File: config.mk
export PLATFORM = sky130hd
export DESIGN_NAME = wb_timer
export DESIGN_NICKNAME = d
export VERILOG_FILES = /design/src/rtl/wb_timer_pkg.sv /design/src/rtl/wb_timer_prescaler.sv /design/src/rtl/wb_timer.sv
export SDC_FILE = /design/constraint.sdc
export NUM_CORES = 1
export LEC_CHECK = 0
export ABC_AREA = 1
export CORE_MARGIN = 1.5
export CORE_UTILIZATION = 57
export CTS_BUF_LIST = sky130_fd_sc_hd__clkbuf_8
export CTS_CLUSTER_DIAMETER = 200
export DETAILED_ROUTE_END_ITERATION = 6
export PLACE_DENSITY = 0.89
export SLEW_MARGIN = 20
export SYNTH_ARGS = -nofsm -noshare
export SYNTH_HDL_FRONTEND = slang
export SYNTH_SLANG_ARGS = --single-unit
File: constraint.sdc
create_clock -name clk -period 2.25 [get_ports clk]
set_input_delay 0.45 -clock clk [delete_from_list [all_inputs] [get_ports clk]]
set_output_delay 0.45 -clock clk [all_outputs]
set_load 0.005 [all_outputs]
File: src/rtl/wb_timer_pkg.sv
// wb_timer_pkg: shared definitions for the Wishbone timer.
//   - register index map (word offset, i_wb_addr[4:2])
//   - CTRL bit positions and width
//   - apply_sel(): byte-lane merge used by every register write
package wb_timer_pkg;

    localparam int unsigned REG_AW = 3;

    localparam logic [REG_AW-1:0] REG_CTRL   = 3'd0;
    localparam logic [REG_AW-1:0] REG_PRESC  = 3'd1;
    localparam logic [REG_AW-1:0] REG_LOAD   = 3'd2;
    localparam logic [REG_AW-1:0] REG_COUNT  = 3'd3;
    localparam logic [REG_AW-1:0] REG_CMP    = 3'd4;
    localparam logic [REG_AW-1:0] REG_STATUS = 3'd5;

    localparam int unsigned CTRL_W  = 3;
    localparam int unsigned CTRL_EN = 0;
    localparam int unsigned CTRL_AR = 1;
    localparam int unsigned CTRL_IE = 2;

    // Replace only the bytes whose enable is set.
    function automatic logic [31:0] apply_sel(input logic [31:0] old_v,
                                              input logic [31:0] new_v,
                                              input logic [3:0]  sel);
        logic [31:0] r;
        for (int b = 0; b < 4; b++) begin
            r[8*b +: 8] = sel[b] ? new_v[8*b +: 8] : old_v[8*b +: 8];
        end
        return r;
    endfunction

endpackage

File: src/rtl/wb_timer_prescaler.sv
// wb_timer_prescaler: divides the system clock for the timer counter.
//   While enabled, an internal count runs 0..presc_i and tick_o is high
//   during the cycle where the count equals presc_i, so a tick occurs every
//   presc_i+1 cycles (presc_i = 0 ticks every cycle). Disabled holds the
//   count at 0, so the first tick after enabling is always a full period away.
// Ports:
//   clk      in   system clock
//   rst_n    in   synchronous active-low reset
//   en_i     in   prescaler enable (CTRL.EN)
//   presc_i  in   W-bit divide value
//   tick_o   out  one-cycle tick, combinational from the count flops
module wb_timer_prescaler #(
    parameter int unsigned W = 16
) (
    input  logic         clk,
    input  logic         rst_n,
    input  logic         en_i,
    input  logic [W-1:0] presc_i,
    output logic         tick_o
);

    logic [W-1:0] pcnt_q;
    logic [W-1:0] pcnt_d;

    assign tick_o = en_i && (pcnt_q == presc_i);

    always_comb begin
        pcnt_d = pcnt_q + 1'b1;
        if (!en_i || tick_o) begin
            pcnt_d = '0;
        end
    end

    always_ff @(posedge clk) begin
        if (!rst_n) begin
            pcnt_q <= '0;
        end else begin
            pcnt_q <= pcnt_d;
        end
    end

endmodule

File: src/rtl/wb_timer.sv
// wb_timer: Wishbone-B4 classic slave, 32-bit down-counter timer with IRQ.
//   Registers (word offset = i_wb_addr[4:2]):
//     0 CTRL  {[2]IE, [1]AR auto-reload, [0]EN}
//     1 PRESC prescaler divide value
//     2 LOAD  auto-reload value
//     3 COUNT current count (R/W)
//     4 CMP   PWM compare (only with WB_TIMER_PWM_EN, else reads 0)
//     5 STATUS {[0]PEND}, write 1 to clear
//     6,7     read 0, writes ignored
//   Optional feature macro: WB_TIMER_PWM_EN adds CMP and the o_pwm port.
// Ports:
//   clk, rst_n                 clock, synchronous active-low reset
//   i_wb_cyc/stb/we/addr/data/sel  Wishbone request
//   o_wb_stall                 always 0
//   o_wb_ack, o_wb_data        one-cycle ack with registered read data
//   o_irq                      PEND & CTRL.IE (combinational from flops)
//   i_eoi                      end-of-interrupt pulse, clears PEND
//   o_pwm                      EN & (COUNT < CMP), registered (macro only)
module wb_timer
    import wb_timer_pkg::*;
#(
    parameter int unsigned PRESC_W  = 16,
    parameter logic [31:0] RST_LOAD = 32'd0
) (
    input  logic        clk,
    input  logic        rst_n,
    input  logic        i_wb_cyc,
    input  logic        i_wb_stb,
    input  logic        i_wb_we,
    input  logic [31:0] i_wb_addr,
    input  logic [31:0] i_wb_data,
    input  logic [3:0]  i_wb_sel,
    output logic        o_wb_stall,
    output logic        o_wb_ack,
    output logic [31:0] o_wb_data,
    output logic        o_irq,
    input  logic        i_eoi
`ifdef WB_TIMER_PWM_EN
    ,
    output logic        o_pwm
`endif
);

    logic [CTRL_W-1:0]  ctrl_q,  ctrl_d;
    logic [PRESC_W-1:0] presc_q, presc_d;
    logic [31:0]        load_q,  load_d;
    logic [31:0]        count_q, count_d;
    logic               pend_q,  pend_d;
    logic               ack_q,   ack_d;
    logic [31:0]        rdata_q, rdata_d;
`ifdef WB_TIMER_PWM_EN
    logic [31:0]        cmp_q,   cmp_d;
    logic               pwm_q,   pwm_d;
`endif

    logic [REG_AW-1:0]  reg_idx;
    logic               accept;
    logic               wr_acc;
    logic               tick;
    logic               underflow;
    logic [31:0]        reg_rd;
    logic [31:0]        wr_val;
    logic               unused_addr;

    // Bus handshake: a request is taken when cyc & stb are high and no ack
    // is currently being driven; the ack follows one cycle later and lasts
    // one cycle, which also blocks the next accept (no back-to-back acks).
    // Register side effects happen at the accept edge. The ack is masked by
    // cyc so a master that abandons the cycle never sees it.
    assign reg_idx     = i_wb_addr[4:2];
    assign accept      = i_wb_cyc && i_wb_stb && !ack_q;
    assign wr_acc      = accept && i_wb_we;
    assign unused_addr = ^{i_wb_addr[31:5], i_wb_addr[1:0]};

    assign o_wb_stall = 1'b0;
    assign o_wb_ack   = ack_q && i_wb_cyc;
    assign o_wb_data  = rdata_q;
    assign o_irq      = pend_q && ctrl_q[CTRL_IE];
`ifdef WB_TIMER_PWM_EN
    assign o_pwm      = pwm_q;
`endif

    wb_timer_prescaler #(.W(PRESC_W)) u_presc (
        .clk     (clk),
        .rst_n   (rst_n),
        .en_i    (ctrl_q[CTRL_EN]),
        .presc_i (presc_q),
        .tick_o  (tick)
    );

    assign underflow = tick && (count_q == 32'd0);

    // Read mux; also supplies the old value for byte-masked writes.
    always_comb begin
        reg_rd = 32'd0;
        case (reg_idx)
            REG_CTRL:   reg_rd = 32'(ctrl_q);
            REG_PRESC:  reg_rd = 32'(presc_q);
            REG_LOAD:   reg_rd = load_q;
            REG_COUNT:  reg_rd = count_q;
`ifdef WB_TIMER_PWM_EN
            REG_CMP:    reg_rd = cmp_q;
`endif
            REG_STATUS: reg_rd = {31'd0, pend_q};
            default:    reg_rd = 32'd0;
        endcase
    end

    assign wr_val = apply_sel(reg_rd, i_wb_data, i_wb_sel);

    always_comb begin
        ctrl_d  = ctrl_q;
        presc_d = presc_q;
        load_d  = load_q;
        count_d = count_q;
        pend_d  = pend_q;
`ifdef WB_TIMER_PWM_EN
        cmp_d   = cmp_q;
        pwm_d   = ctrl_q[CTRL_EN] && (count_q < cmp_q);
`endif
        ack_d   = accept;
        rdata_d = (accept && !i_wb_we) ? reg_rd : 32'd0;

        // Tick update: count down, and at zero raise PEND and either reload
        // or stop (one-shot). The count never wraps below zero.
        if (tick) begin
            if (count_q != 32'd0) begin
                count_d = count_q - 32'd1;
            end else if (ctrl_q[CTRL_AR]) begin
                count_d = load_q;
            end else begin
                ctrl_d[CTRL_EN] = 1'b0;
            end
        end

        if (i_eoi) begin
            pend_d = 1'b0;
        end
        if (wr_acc && (reg_idx == REG_STATUS) && i_wb_sel[0] && i_wb_data[0]) begin
            pend_d = 1'b0;
        end
        // A fresh underflow must not be lost to a simultaneous clear.
        if (underflow) begin
            pend_d = 1'b1;
        end

        // Software writes take precedence over the tick update above.
        if (wr_acc) begin
            case (reg_idx)
                REG_CTRL:  ctrl_d  = wr_val[CTRL_W-1:0];
                REG_PRESC: presc_d = wr_val[PRESC_W-1:0];
                REG_LOAD:  load_d  = wr_val;
                REG_COUNT: count_d = wr_val;
`ifdef WB_TIMER_PWM_EN
                REG_CMP:   cmp_d   = wr_val;
`endif
                default: ;
            endcase
        end
    end

    always_ff @(posedge clk) begin
        if (!rst_n) begin
            ctrl_q  <= '0;
            presc_q <= '0;
            load_q  <= RST_LOAD;
            count_q <= 32'd0;
            pend_q  <= 1'b0;
            ack_q   <= 1'b0;
            rdata_q <= 32'd0;
`ifdef WB_TIMER_PWM_EN
            cmp_q   <= 32'd0;
            pwm_q   <= 1'b0;
`endif
        end else begin
            ctrl_q  <= ctrl_d;
            presc_q <= presc_d;
            load_q  <= load_d;
            count_q <= count_d;
            pend_q  <= pend_d;
            ack_q   <= ack_d;
            rdata_q <= rdata_d;
`ifdef WB_TIMER_PWM_EN
            cmp_q   <= cmp_d;
            pwm_q   <= pwm_d;
`endif
        end
    end

endmodule

# Word level (Yosys, flattened, before mapping)
# Cells that the tools add are included.
totals:
  n_memories: 0
  regBits: 133
  wordCells: 59
  latch_bits: 0
  romBits: 0
  ram_bits: 0
  input_bits: 74
op_classes:
  mul: 0
  eq_ne: 5
  n_reduce_logical: 24
  div_mod_pow: 0
  addsub: 2
  shift: 0
  bitwise: 1
  mux: 18
  order_cmp: 0
op_table:
  columns: ["op", "n"]
  rows:
  - ["32-bit two-way mux", 5]
  - ["32-bit one-hot mux with 5 select lines", 1]
  - ["32-bit zero test", 1]
  - ["8-bit two-way mux", 4]
  - ["32-bit nonzero test", 1]
  - ["32-bit by 1-bit subtractor with 32-bit output, second input constant", 1]
  - ["16-bit by 1-bit adder with 16-bit output, second input constant", 1]
  - ["16-bit equality test", 1]
  - ["1-bit logical AND", 11]
  - ["1-bit two-way mux", 8]
  - ["2-bit AND reduction", 4]
  - ["3-bit by 2-bit equality test with 1-bit output, second input constant", 2]
  - ["3-bit by 1-bit equality test with 1-bit output, second input constant", 1]
  - ["3-bit equality test, second input constant", 1]
  - ["1-bit zero test", 3]
  - ["3-bit zero test", 1]
  - ["3-bit nonzero test", 1]
  - ["2-bit OR reduction", 1]
  - ["1-bit logical OR", 1]
  - ["1-bit inverter", 1]

# Depth between registers and ports, before layout
# Gate-level depths: netlist (run 1).
logic_depth:
  ltp_word: 8
  depth_mapped: 14
  mapped_depth_nobuf: 13

# Modules after synthesis
# From an unflattened synthesis (run 1), not the netlist that was laid out.
unflattened:
  hier_cells: 1253
  area_unflattened_um2: 7775.0
by_module_without_submodules:
  columns: ["mod", "seq_area_each_um2", "cells_per_inst", "instances", "area_per_inst_um2"]
  rows:
  - ["wb_timer", 2342.2, 1068, 1, 6660.1]
  - ["wb_timer_prescaler", 320.3, 185, 1, 1114.8]

# Worst setup path before layout (run 1)
# No wires, ideal clock.
synth_timing:
  path_kind: "input to register"
  startpoint: "input port i_wb_cyc"
  endpoint: "register load_q[11]"
  path_buffers: 2
  setup_time_ns: 0.115
  slack_ns: 0.630
  t_required_ns: 2.135
  path_stages: 9
  t_arrival_ns: 1.504
  cell_sequence: "nand2_1 > nor2_1 > nand2_1 > nor2_4 > inv_1 > buf_2 > clkbuf_1 > o21ai_0 > inv_1"
synth_between:
  elab_chain_cells: 4
synth_rtl:
  columns: ["item", "line_no", "text"]
  rows:
  - ["start, declared", "wb_timer.sv:27", "input logic i_wb_cyc,"]
  - ["1-bit logical AND (2 in series)", "wb_timer.sv:71", "assign accept = i_wb_cyc && i_wb_stb && !ack_q;"]
  - ["1-bit logical AND", "wb_timer.sv:72", "assign wr_acc = accept && i_wb_we;"]
  - ["2-bit AND reduction (no line)", null, null]
  - ["end signal, assigned", "wb_timer.sv:178", "load_q <= load_d;"]
  - ["end, declared", "wb_timer.sv:46", "logic [31:0] load_q, load_d;"]
# Every way passes these cells.
# A chain may end at the register's enable or synchronous reset.

# Final worst setup path (run 1)
layout_timing:
  startpoint: "register count_q[0]"
  endpoint: "register count_q[30]"
layout_between:
  elab_chain_cells: 5
layout_rtl:
  columns: ["item", "line_no", "text"]
  rows:
  - ["start, declared", "wb_timer.sv:47", "logic [31:0] count_q, count_d;"]
  - ["start signal, assigned", "wb_timer.sv:179", "count_q <= count_d;"]
  - ["32-bit by 1-bit subtractor with 32-bit output or 32-bit nonzero test (tied branches)", "wb_timer.sv:128, wb_timer.sv:127", null]
  - ["32-bit two-way mux *", "wb_timer.sv:127", "if (count_q != 32'd0) begin"]
  - ["32-bit two-way mux *", "wb_timer.sv:126", "if (tick) begin"]
  - ["32-bit two-way mux", "wb_timer.sv:149", "case (reg_idx)"]
  - ["32-bit two-way mux *", "wb_timer.sv:148", "if (wr_acc) begin"]
# Every way passes the cells marked *; elsewhere a longest branch is shown, timed or not.

==> results of run 1 <==
==> per-stage QoR <==
| stage | cell area, sq um | setup TNS, ns |
|---|---|---|
| floorplan | 7890 | 0 |
| finish | 9550 | 0 |
| detailed placement | 9150 | -0.109 |
| global route | 9550 | 0 |
| global placement | 9150 | -0.0500 |
| CTS | 9550 | 0 |
==> how the worst max path moves through the flow <==
stage                                     start                 endpoint  slack [ns]
after global placement             i_wb_addr[4]   count_q[31]$_SDFF_PN0_       -0.05
after CTS                              i_wb_cyc                 o_wb_ack        0.26
after floorplan                        i_wb_cyc  load_q[11]$_SDFFE_PN0P_        0.63
final                     count_q[0]$_SDFF_PN0_   count_q[30]$_SDFF_PN0_        0.26
after detailed placement           i_wb_addr[4]   count_q[31]$_SDFF_PN0_       -0.04
after global routing      count_q[0]$_SDFF_PN0_   count_q[14]$_SDFF_PN0_        0.07
==> power by group through the flow <==
stage	Sequential [mW]	Clock [mW]	Combinational, mW
final	2.40	2.08	1.12
after global placement	2.45	0	1.08
after CTS	2.40	2.09	1.11
after detailed placement	2.45	0	1.10
after global routing	2.40	2.19	1.25
after floorplan	2.45	0	0.782
==> cell type report <==
cell class              instances  area share
repair buffers                138       0.139
inverters                     180      0.0710
well taps                     176      0.0231
clock buffers                  17      0.0245
flip-flops and latches        133       0.279
clock inverters                15      0.0176
multi-input cells             919       0.446
==> flip-flops by register name, indices dropped and copies added (netlist names) <==
signal and count:
ack_q 1, count_q 32, ctrl_q 3, load_q 32, o_wb_data 32, pend_q 1
presc_q 16, u_presc.pcnt_q 16
==> synthesized netlist by cell type, types with 4 or more instances <==
master / n
nor2_2: 8
inv_2: 8
a21oi_2: 9
dfxtp_1: 133
buf_4: 9
nand2_2: 4
o21ai_1: 14
clkbuf_1: 29
a22oi_1: 15
nand2_1: 370
o21ai_0: 116
o221ai_1: 5
nand4_1: 9
buf_2: 9
a21oi_1: 56
nor2_1: 169
nor3_1: 9
o22ai_1: 5
nand3_1: 84
xor2_1: 17
inv_1: 170
==> worst register-to-register path: cells and delay by family (launching register included) <==
family,cells,cell delay (ns)
AOI/OAI and AO/OA,2,0.29
buffers and inverters,2,0.43
adders and majority gates,1,0.33
DFF,1,0.33
and+or+nand+nor,5,0.56
==> routing by layer <==
layer	vias to the layer above	track usage
met2	378	0.548
met4	0	0.121
met3	54	0.0684
met5	-	0
li1	4252	-
met1	3873	0.413
==> cells by family (layout without fill, tap and decap cells) <==
family                   after synthesis  in the layout
adder cells (fa/ha/maj)                3              3
buffers and inverters                235            350
XOR/XNOR                              20             20
flip-flops                           133            133
other                                  1              1
AO/OA/AOI/OAI                        228            228
AND/OR/NAND/NOR                      667            667
==> results, run 1 <==
- The run finished with clean final reports.
- The maximum clock insertion buffer count is 2.
- The number of storage elements in the synthesis netlist is approximately 130.
- Counting I/O delays and the setup requirement, the final critical path takes ~2 ns.
- The setup slack of the most critical reg-to-reg path is ~0.26 ns.
- The dominant combinational cell family by area after synthesis is simple AND/OR/NAND/NOR gates.
- The end-of-flow core utilization is 0.713.
- The share of total power dissipated in sequential elements is 0.429.
- The number of stages on the worst hold path is 1.
- Setup violations remaining at the end of the flow were counted as 0.
- The clock transition at the register clock pins on the worst setup and hold paths after CTS is ~0.080 ns.
- The number of antenna diodes is 0.
- For this run, design rule violations remaining after detail routing come to 0.
- The layout overhead on the synthesized area is 21.1%.
- The share of the synthesized area in compound gates (AO/OA/AOI/OAI) was 0.159.
- The library cell used most frequently in the layout, excluding fill and tap cells, is nand2_1.
- The category of the critical setup timing path is register to register.
- Clock latency on the worst-skew pair, taken at its later pin, is 0.47 ns.
- Once detail routing completed, the nets flagged for antenna violations numbered 0.
- The number of buffers added on ports is 78.
- The total of max-cap violations is 0.
- The start point of the worst hold path is u_presc.pcnt_q[0]$_SDFF_PP0_.
- For this run, the leading register cell type out of synthesis is dfxtp_1.
- Of the cells placed in the final design, the portion with a size suffix greater than 1 is 0.0920.
- The design draws about 5.6 mW.
- IR analysis of the VDD net gives a maximum drop of 0.436 mV.
- The capture endpoint of the worst hold path is u_presc.pcnt_q[0]$_SDFF_PP0_.
- The number of enable flip-flop cells after synthesis is 0.
- The total standard cell area after synthesis is 7890 sq um.
- Of the synthesized area, sequential elements account for 0.338.
- The wire-length estimate of the detail-placed layout is roughly 17,000 um.
- The routed wire length on met3 is ~2100 um.
- The highest layer used for signal routing is met4.
- The logic depth of the worst register-to-register path is 10.
- The area occupied by multi-input gates is roughly 4300 sq um.
- The area fraction in and, or, nand and nor cells after synthesis is 0.353.
- The layout has roughly 1,100 filler cells.
- The number of top-level pins is roughly 110.
- The most numerous cell type found on the critical path is nand2_1.
- The final hold slack is ~0.49 ns.
- After the first detailed-routing iteration, the DRC count stood at just over 900.
- The endpoint identified for the worst register-to-register timing path is count_q[30]$_SDFF_PN0_.
- The via-per-instance ratio is 5.42.
- The routed design uses between 10,000 and 15,000 um of met2 wire.
- The internal portion of the total power is between 3 and 4 mW.
- Of the total power, the share spent switching nets is 0.309.
- For this configuration, the core starts out at a cell density of 0.589.
- The part of the power in combinational logic is 0.200.
- The sum of routed wire length over all layers is 23,000 um.
- The sort of element at the end of the critical path is a register.
- The routability congestion estimate from global placement is slightly below 1.
- The family of cells with the greatest summed delay on the critical path is simple AND/OR/NAND/NOR gates.
- The areal power density over the cells is between 500 and 600 nW/um^2.
- The largest net degree at the start of global routing is 49.
- The number of gates resized after CTS was 0.
- For this design the total switching power over the nets is approximately 1.7 mW.
- The synthesized area divided by synthesized cell count is approximately 6 sq um.
- In this run the static leakage power is between 4 and 5 nW.
- From left edge to right edge, the die measures roughly 120 um.
- The remaining global-route overflow is 0.
- After detailed routing, the average wire length per cell comes to about 15 um.
- The proportion of netlist area held by the largest area contributor is 0.338.
- The first global-routing pass estimated between 30,000 and 40,000 um of wire.
- Registers take roughly 2700 sq um.
- The total number of vias is 8,557.
- The number of hold buffers added after cts is 0.
- The largest clock skew in the final design is ~0.013 ns.
- The largest total area in the synthesized netlist belongs to dfxtp_1.
- Measured along the y axis, the die boundary spans between 100 and 150 um.
- The post-synthesis net count is between 1,000 and 1,500.
- Leaving out filler cells and counting taps, the final layout contains around 1,600.
- The final-stage net count is ~1,500.
- The initial antenna violation count is 0.
- The cell depth of the worst setup path is 10.
- The maximum clock rate is about 500 MHz.
- After synthesis, the cell types taking the most area are dfxtp_1 (34%), nand2_1 (18%), inv_1 (8.1%), nor2_1 (8.0%), o21ai_0 (7.4%).
- The first TritonRoute pass finished after 6 iterations.
- The slowest stage of the critical path is the dfxtp_1 cell.
- In the synthesized netlist, the number of instances is between 1,000 and 1,500.
- The clock tree from TritonCTS is done.
- Once placement completed, the tool counted placed cells totaling ~1,500.
- Of the total synthesized cell area, the portion taken by XOR and XNOR cells is 0.0222.
- The kind of launch point of the worst setup path is a register.
- After synthesis, the share of cell area in mux cells is 0.
- The area of the die is around 15,000 sq um.
- The path class of the tightest hold or removal check is register to register.
- At the worst endpoint, the arrival time is between 2 and 2.5 ns.
- The clock sink count is 133.
- Clock tree synthesis inserted a total of 17 buffers.
- The signal on the critical path passes through inv_1 -> ha_1 -> nand2_1 -> inv_1 -> nand3_1 -> o21ai_0 -> nand3_1 -> nand2_1 -> nand2_1 -> a21oi_2.
- The data required time of the worst path is 2.65 ns.
- The final-report max-slew violation count is 0.
- Once the clock tree was built, the setup fixing pass inserted 0 buffers.
- The async set or reset register ratio after synthesis is 0.
- The post-route met1 wirelength is 9650 um.
- The number of global-route vias before repair was 7,997.
- Along the worst path, the maximum fanout reaches 7.
- The area of the core is between 10,000 and 15,000 sq um.
- The fraction of the mapped netlist area in adder cells is 0.00476.
- The number of different library cells in the post-synthesis netlist is 43.
- The post-route worst setup slack is about 0.26 ns.
- The root buffer cell chosen for the clock tree is clkbuf_8.
- The site row count is 42.
- Yosys printed 0 warnings.
- In the layout the commonest cells are nand2_1 (370), inv_1 (173), nor2_1 (169).
- The total global routing track utilization is 0.327.
- Dividing the final minimum period by the clock period gives 0.885.
- The clock tree synthesis step divided the H-tree into 4 levels.
- The number of endpoints with negative hold slack in the final report is 0.
- The total buffers and inverters traversed by the critical path is 2.
- Setup repair after global routing left no endpoint under its margin.
- In this design, the stage delay of the slowest critical-path cell is about 0.33 ns.
- OpenSTA, run right after detailed placement, puts the worst setup slack at -0.0435 ns.
- The share of total power dissipated in the clock network is 0.371.
- The worst register-to-register path begins at count_q[0]$_SDFF_PN0_.
Note: power is estimated with default switching activity, not from simulation.
==> run 2, diff against run 1 <==
--- a/config.mk
+++ b/config.mk
@@ -11,8 +11,10 @@
 export CTS_BUF_LIST = sky130_fd_sc_hd__clkbuf_8
 export CTS_CLUSTER_DIAMETER = 200
 export DETAILED_ROUTE_END_ITERATION = 6
+export HOLD_SLACK_MARGIN = 0.15
 export PLACE_DENSITY = 0.89
 export SLEW_MARGIN = 20
 export SYNTH_ARGS = -nofsm -noshare
 export SYNTH_HDL_FRONTEND = slang
+export SYNTH_HIERARCHICAL = 1
 export SYNTH_SLANG_ARGS = --single-unit
==> results, run 2 <==
- The run finished with clean final reports.
- The sum of routed wire length over all layers was 21,500 um (-6.7%).
- The most frequent standard cell in the layout excluding fill and tap cells is nand2_1.
- Relative to the synthesized area, the layout overhead comes to 19.8%.
- The first-pass GRT wire length was 35,700 um (-5.7%).
- The slowest stage of the critical path belongs to the cell dfxtp_1.
- The number of top-level pins is 109 (unchanged).
- The final-report max-slew violation count was 0 (unchanged).
- The initial antenna violation count is 0 (unchanged).
- Traced cell by cell, the critical path runs through inv_2 -> nand2_1 -> nand2_1 -> nor2_1 -> nand2_1 -> nor2_2 -> nand2_2 -> nor2_1 -> clkinv_1 -> buf_6 -> a21oi_1 -> o21ai_0 -> a21oi_1.
- The worst setup slack before clock tree synthesis is -0.0495 ns (-0.00601 ns).
- The worst min-delay path category is register to register.
- The total of max-cap violations is 0 (unchanged).
- The start point of the worst hold path is u_presc/pcnt_q[0]$_SDFF_PP0_.
- The number of DRC violations after detailed routing is 0 (unchanged).
- The synthesized area divided by synthesized cell count was 6.21 sq um (+1.2%).
- The clock transition at the register clock pins on the worst setup and hold paths after CTS came to 0.07 ns (about the same).
- The maximum VDD drop is 0.435 mV (-0.25%).
- The initial standard-cell utilization of the core is 0.585 (-0.00391).
- The number of hold buffers added after cts is 0 (unchanged).
- met2 is the most crowded layer.
- The setup slack of the most critical reg-to-reg path is 0.24 ns (-0.02 ns).
- Grouping stages by cell kind, the critical path spends the most delay in simple AND/OR/NAND/NOR gates.
- The number of enable flip-flop cells after synthesis was 0 (unchanged).
- The remaining global-route overflow is 0 (unchanged).
- The total buffers and inverters traversed by the critical path came to 3 (+1).
- The die extent in y is 120 um (-0.71%).
- The initial detailed-routing violation count was 752 (-18%).
- The switching share of total power is 0.278 (-0.0310).
- The total of cells resized after clock tree synthesis is 0 (unchanged).
- The post-synthesis instance total is 1,253 (-2.6%).
- The number of global-route vias before repair is 7,689 (-3.9%).
- The endpoint identified for the worst register-to-register timing path is count_q[0]$_SDFF_PN0_.
- The data required time of the worst path is 2.64 ns (about the same).
- The largest net degree at the start of global routing was 53 (+8.2%).
- The number of endpoints with negative hold slack in the final report is 0 (unchanged).
- The number of different library cells in the post-synthesis netlist was 38 (-12%).
- The stage delay of the slowest cell on the critical path is 0.43 ns (+0.10 ns).
- The half-perimeter wire length after detailed placement came to 15,700 um (-7.1%).
- The maximum clock insertion buffer count is 2 (unchanged).
- The routability congestion estimate from global placement was 0.991 (+2.0%).
- The top cell types in the final layout, fill and taps aside, are nand2_1 (302), nor2_1 (200), inv_1 (149).
- The proportion of netlist area held by the largest area contributor came to 0.342 (+0.00494).
- The cell-internal power is 3.94 mW (+1.7%).
- The routing usage on met2 is 0.499 (-0.0490).
- The post-synthesis net count is 1,330 (-2.5%).
- The buffer count from post-CTS setup fixing is 0 (unchanged).
- The met3 layer usage reported by global route is 0.0594 (-0.00899).
- The logic depth of the worst register-to-register path is 13 (+3).
- The number of warnings printed during yosys synthesis is 6 (+6).
- For hold timing, the worst endpoint is u_presc/pcnt_q[0]$_SDFF_PP0_.
- The chip width was 120 um (-0.71%).
- The final critical path time including I/O delays and setup is 2.01 ns (+0.0241 ns).
- The clock sink count is 133 (unchanged).
- The share of total power in sequential cells is 0.439 (+0.010).
- The startpoint identified for the worst register-to-register timing path is u_presc/pcnt_q[10]$_SDFF_PP0_.
- The power share of the clock group is 0.408 (+0.037).
- The number of stages on the worst hold path came to 1 (unchanged).
- The areal power density over the cells is 585 nW/um^2 (-0.24%).
- The switching power is 1.51 mW (-12%).
- The number of antenna diodes is 0 (unchanged).
- The final antenna-violating net count is 0 (unchanged).
- The cell depth of the worst setup path was 13 (+3).
- The kind of launch point of the worst setup path is a register.
- The average detailed-routed wire length per instance came to 14.1 um (-3.6%).
- The number of storage elements in the synthesis netlist came to 133 (unchanged).
- The largest clock skew in the final design was 0.0138 ns (+0.00112 ns).
- The commonest cells after synthesis are nand2_1 (302), nor2_1 (200), inv_1 (145).
- The standby leakage power was 4.13 nW (-11%).
- STA classifies the critical path endpoint as a register.
- Ranked by total cell area, the synthesized netlist is headed by dfxtp_1 (34%), nand2_1 (15%), nor2_1 (9.7%), o21ai_0 (8.9%), inv_1 (7.0%).
- The final-stage net count was 1,416 (-3.4%).
- Among the stages of the critical path, the cell type that occurs most often is nand2_1.
- The total number of vias came to 8,279 (-3.2%).
- The overall power is 5.45 mW (-2.7%).
- The number of H-tree levels is 4 (unchanged).
- The total global routing track utilization is 0.307 (-0.0197).
- The number of iterations in the first detailed-routing pass was 6 (unchanged).
- The part of the power in combinational logic came to 0.153 (-0.047).
- The tree is rooted in a clkbuf_8.
- The fraction of final layout cells sized beyond drive strength 1 is 0.0925 (+0.000444).
- By startpoint and endpoint, the worst setup path is classified as register to register.
- The worst endpoint data arrival time was 2.41 ns (+0.02 ns).
- The via-per-instance ratio came to 5.42 (about the same).
- Setup repair after global routing left no endpoint under its margin.
- The biggest area contributor in the post-synthesis netlist is dfxtp_1.
- The area of the die was 14,300 sq um (-1.4%).
- The site row count is 42 (unchanged).
- The clock network latency to the later pin of the worst-skew pair is 0.46 ns (about the same).
- The highest net fanout along the worst path came to 44 (+37).
- The post-route worst setup slack came to 0.235 ns (-0.0241 ns).
- The part of the cycle the worst path needs is 0.895 (+0.0107).
- The portion of the post-synthesis area used by sequential elements was 0.342 (+0.00494).
- TritonCTS built the clock tree.
- The most frequent cell after synthesis is nand2_1.
- The area of the core was 13,300 sq um (-0.78%).
- The number of clock buffers inserted by TritonCTS is 17 (unchanged).
- The maximum clock rate is 496 MHz (-1.2%).
- The number of buffers added on ports came to 78 (unchanged).
- The met1 global-route usage is 0.404 (-0.00902).
- The total standard cell area after synthesis is 7770 sq um (-1.4%).
- For this run, the leading register cell type out of synthesis is dfxtp_1.
- The async set or reset register ratio after synthesis is 0 (unchanged).
- The final-report setup violation count is 0 (unchanged).
[run 2: cells by family after synthesis]
family / synth area share
AND/OR/NAND/NOR: 0.323
AO/OA/AOI/OAI: 0.191
buffers and inverters: 0.110
flip-flops: 0.342
XOR/XNOR: 0.0282
adder cells (fa/ha/maj): 0.00483
other: 0.000482
[run 2: layout make-up]
cell class	count	area [sq um]
Timing Repair Buffer	122	1150
Inverter	155	582
Multi-Input combinational cell	910	4260
Clock buffer	20	275
Clock inverter	12	161
Fill cell	1098	3980
Sequential cell	133	2670
Tap cell	176	220
[run 2: stage by stage]
step	instances	utilization	cell area (sq um)	TNS (ns)	hold WS (ns)
global route	1528	0.701	9320	0	0.537
floorplan	1253	-	7770	0	0.461
global placement	1496	0.667	8870	-0.00396	0.482
detailed placement	1496	0.667	8870	-0.208	0.495
CTS	1528	0.700	9310	0	0.514
finish	1528	0.701	9320	0	0.508
[run 2: how the worst max path moves through the flow]
stage | from | to | slack [ns]
6_report | u_presc/pcnt_q[10]$_SDFF_PP0_ | count_q[0]$_SDFF_PN0_ | 0.24
5_1_grt | presc_q[14]$_SDFFE_PN0P_ | count_q[4]$_SDFF_PN0_ | 0.006
4_1_cts | u_presc/pcnt_q[2]$_SDFF_PP0_ | count_q[0]$_SDFF_PN0_ | 0.17
3_5_place_dp | i_wb_addr[4] | ctrl_q[2]$_SDFFE_PN0P_ | -0.05
3_3_place_gp | i_wb_addr[2] | ctrl_q[1]$_SDFFE_PN0P_ | -0.004
2_1_floorplan | u_presc/pcnt_q[10]$_SDFF_PP0_ | count_q[8]$_SDFF_PN0_ | 0.42
[run 2: power by group through the flow]
stage | Combinational, mW | Sequential, mW | Clock [mW]
3_3_place_gp | 0.796 | 2.45 | 0
3_5_place_dp | 0.807 | 2.45 | 0
2_1_floorplan | 0.550 | 2.44 | 0
5_1_grt | 0.920 | 2.40 | 2.34
4_1_cts | 0.812 | 2.39 | 2.23
6_report | 0.832 | 2.39 | 2.23
[run 2: metal layers]
metal  routed length (um)  vias up
li1                     -     4149
met4                  565        0
met5                    0        -
met1                 9450     3687
met3                 1730       65
met2                 9730      378
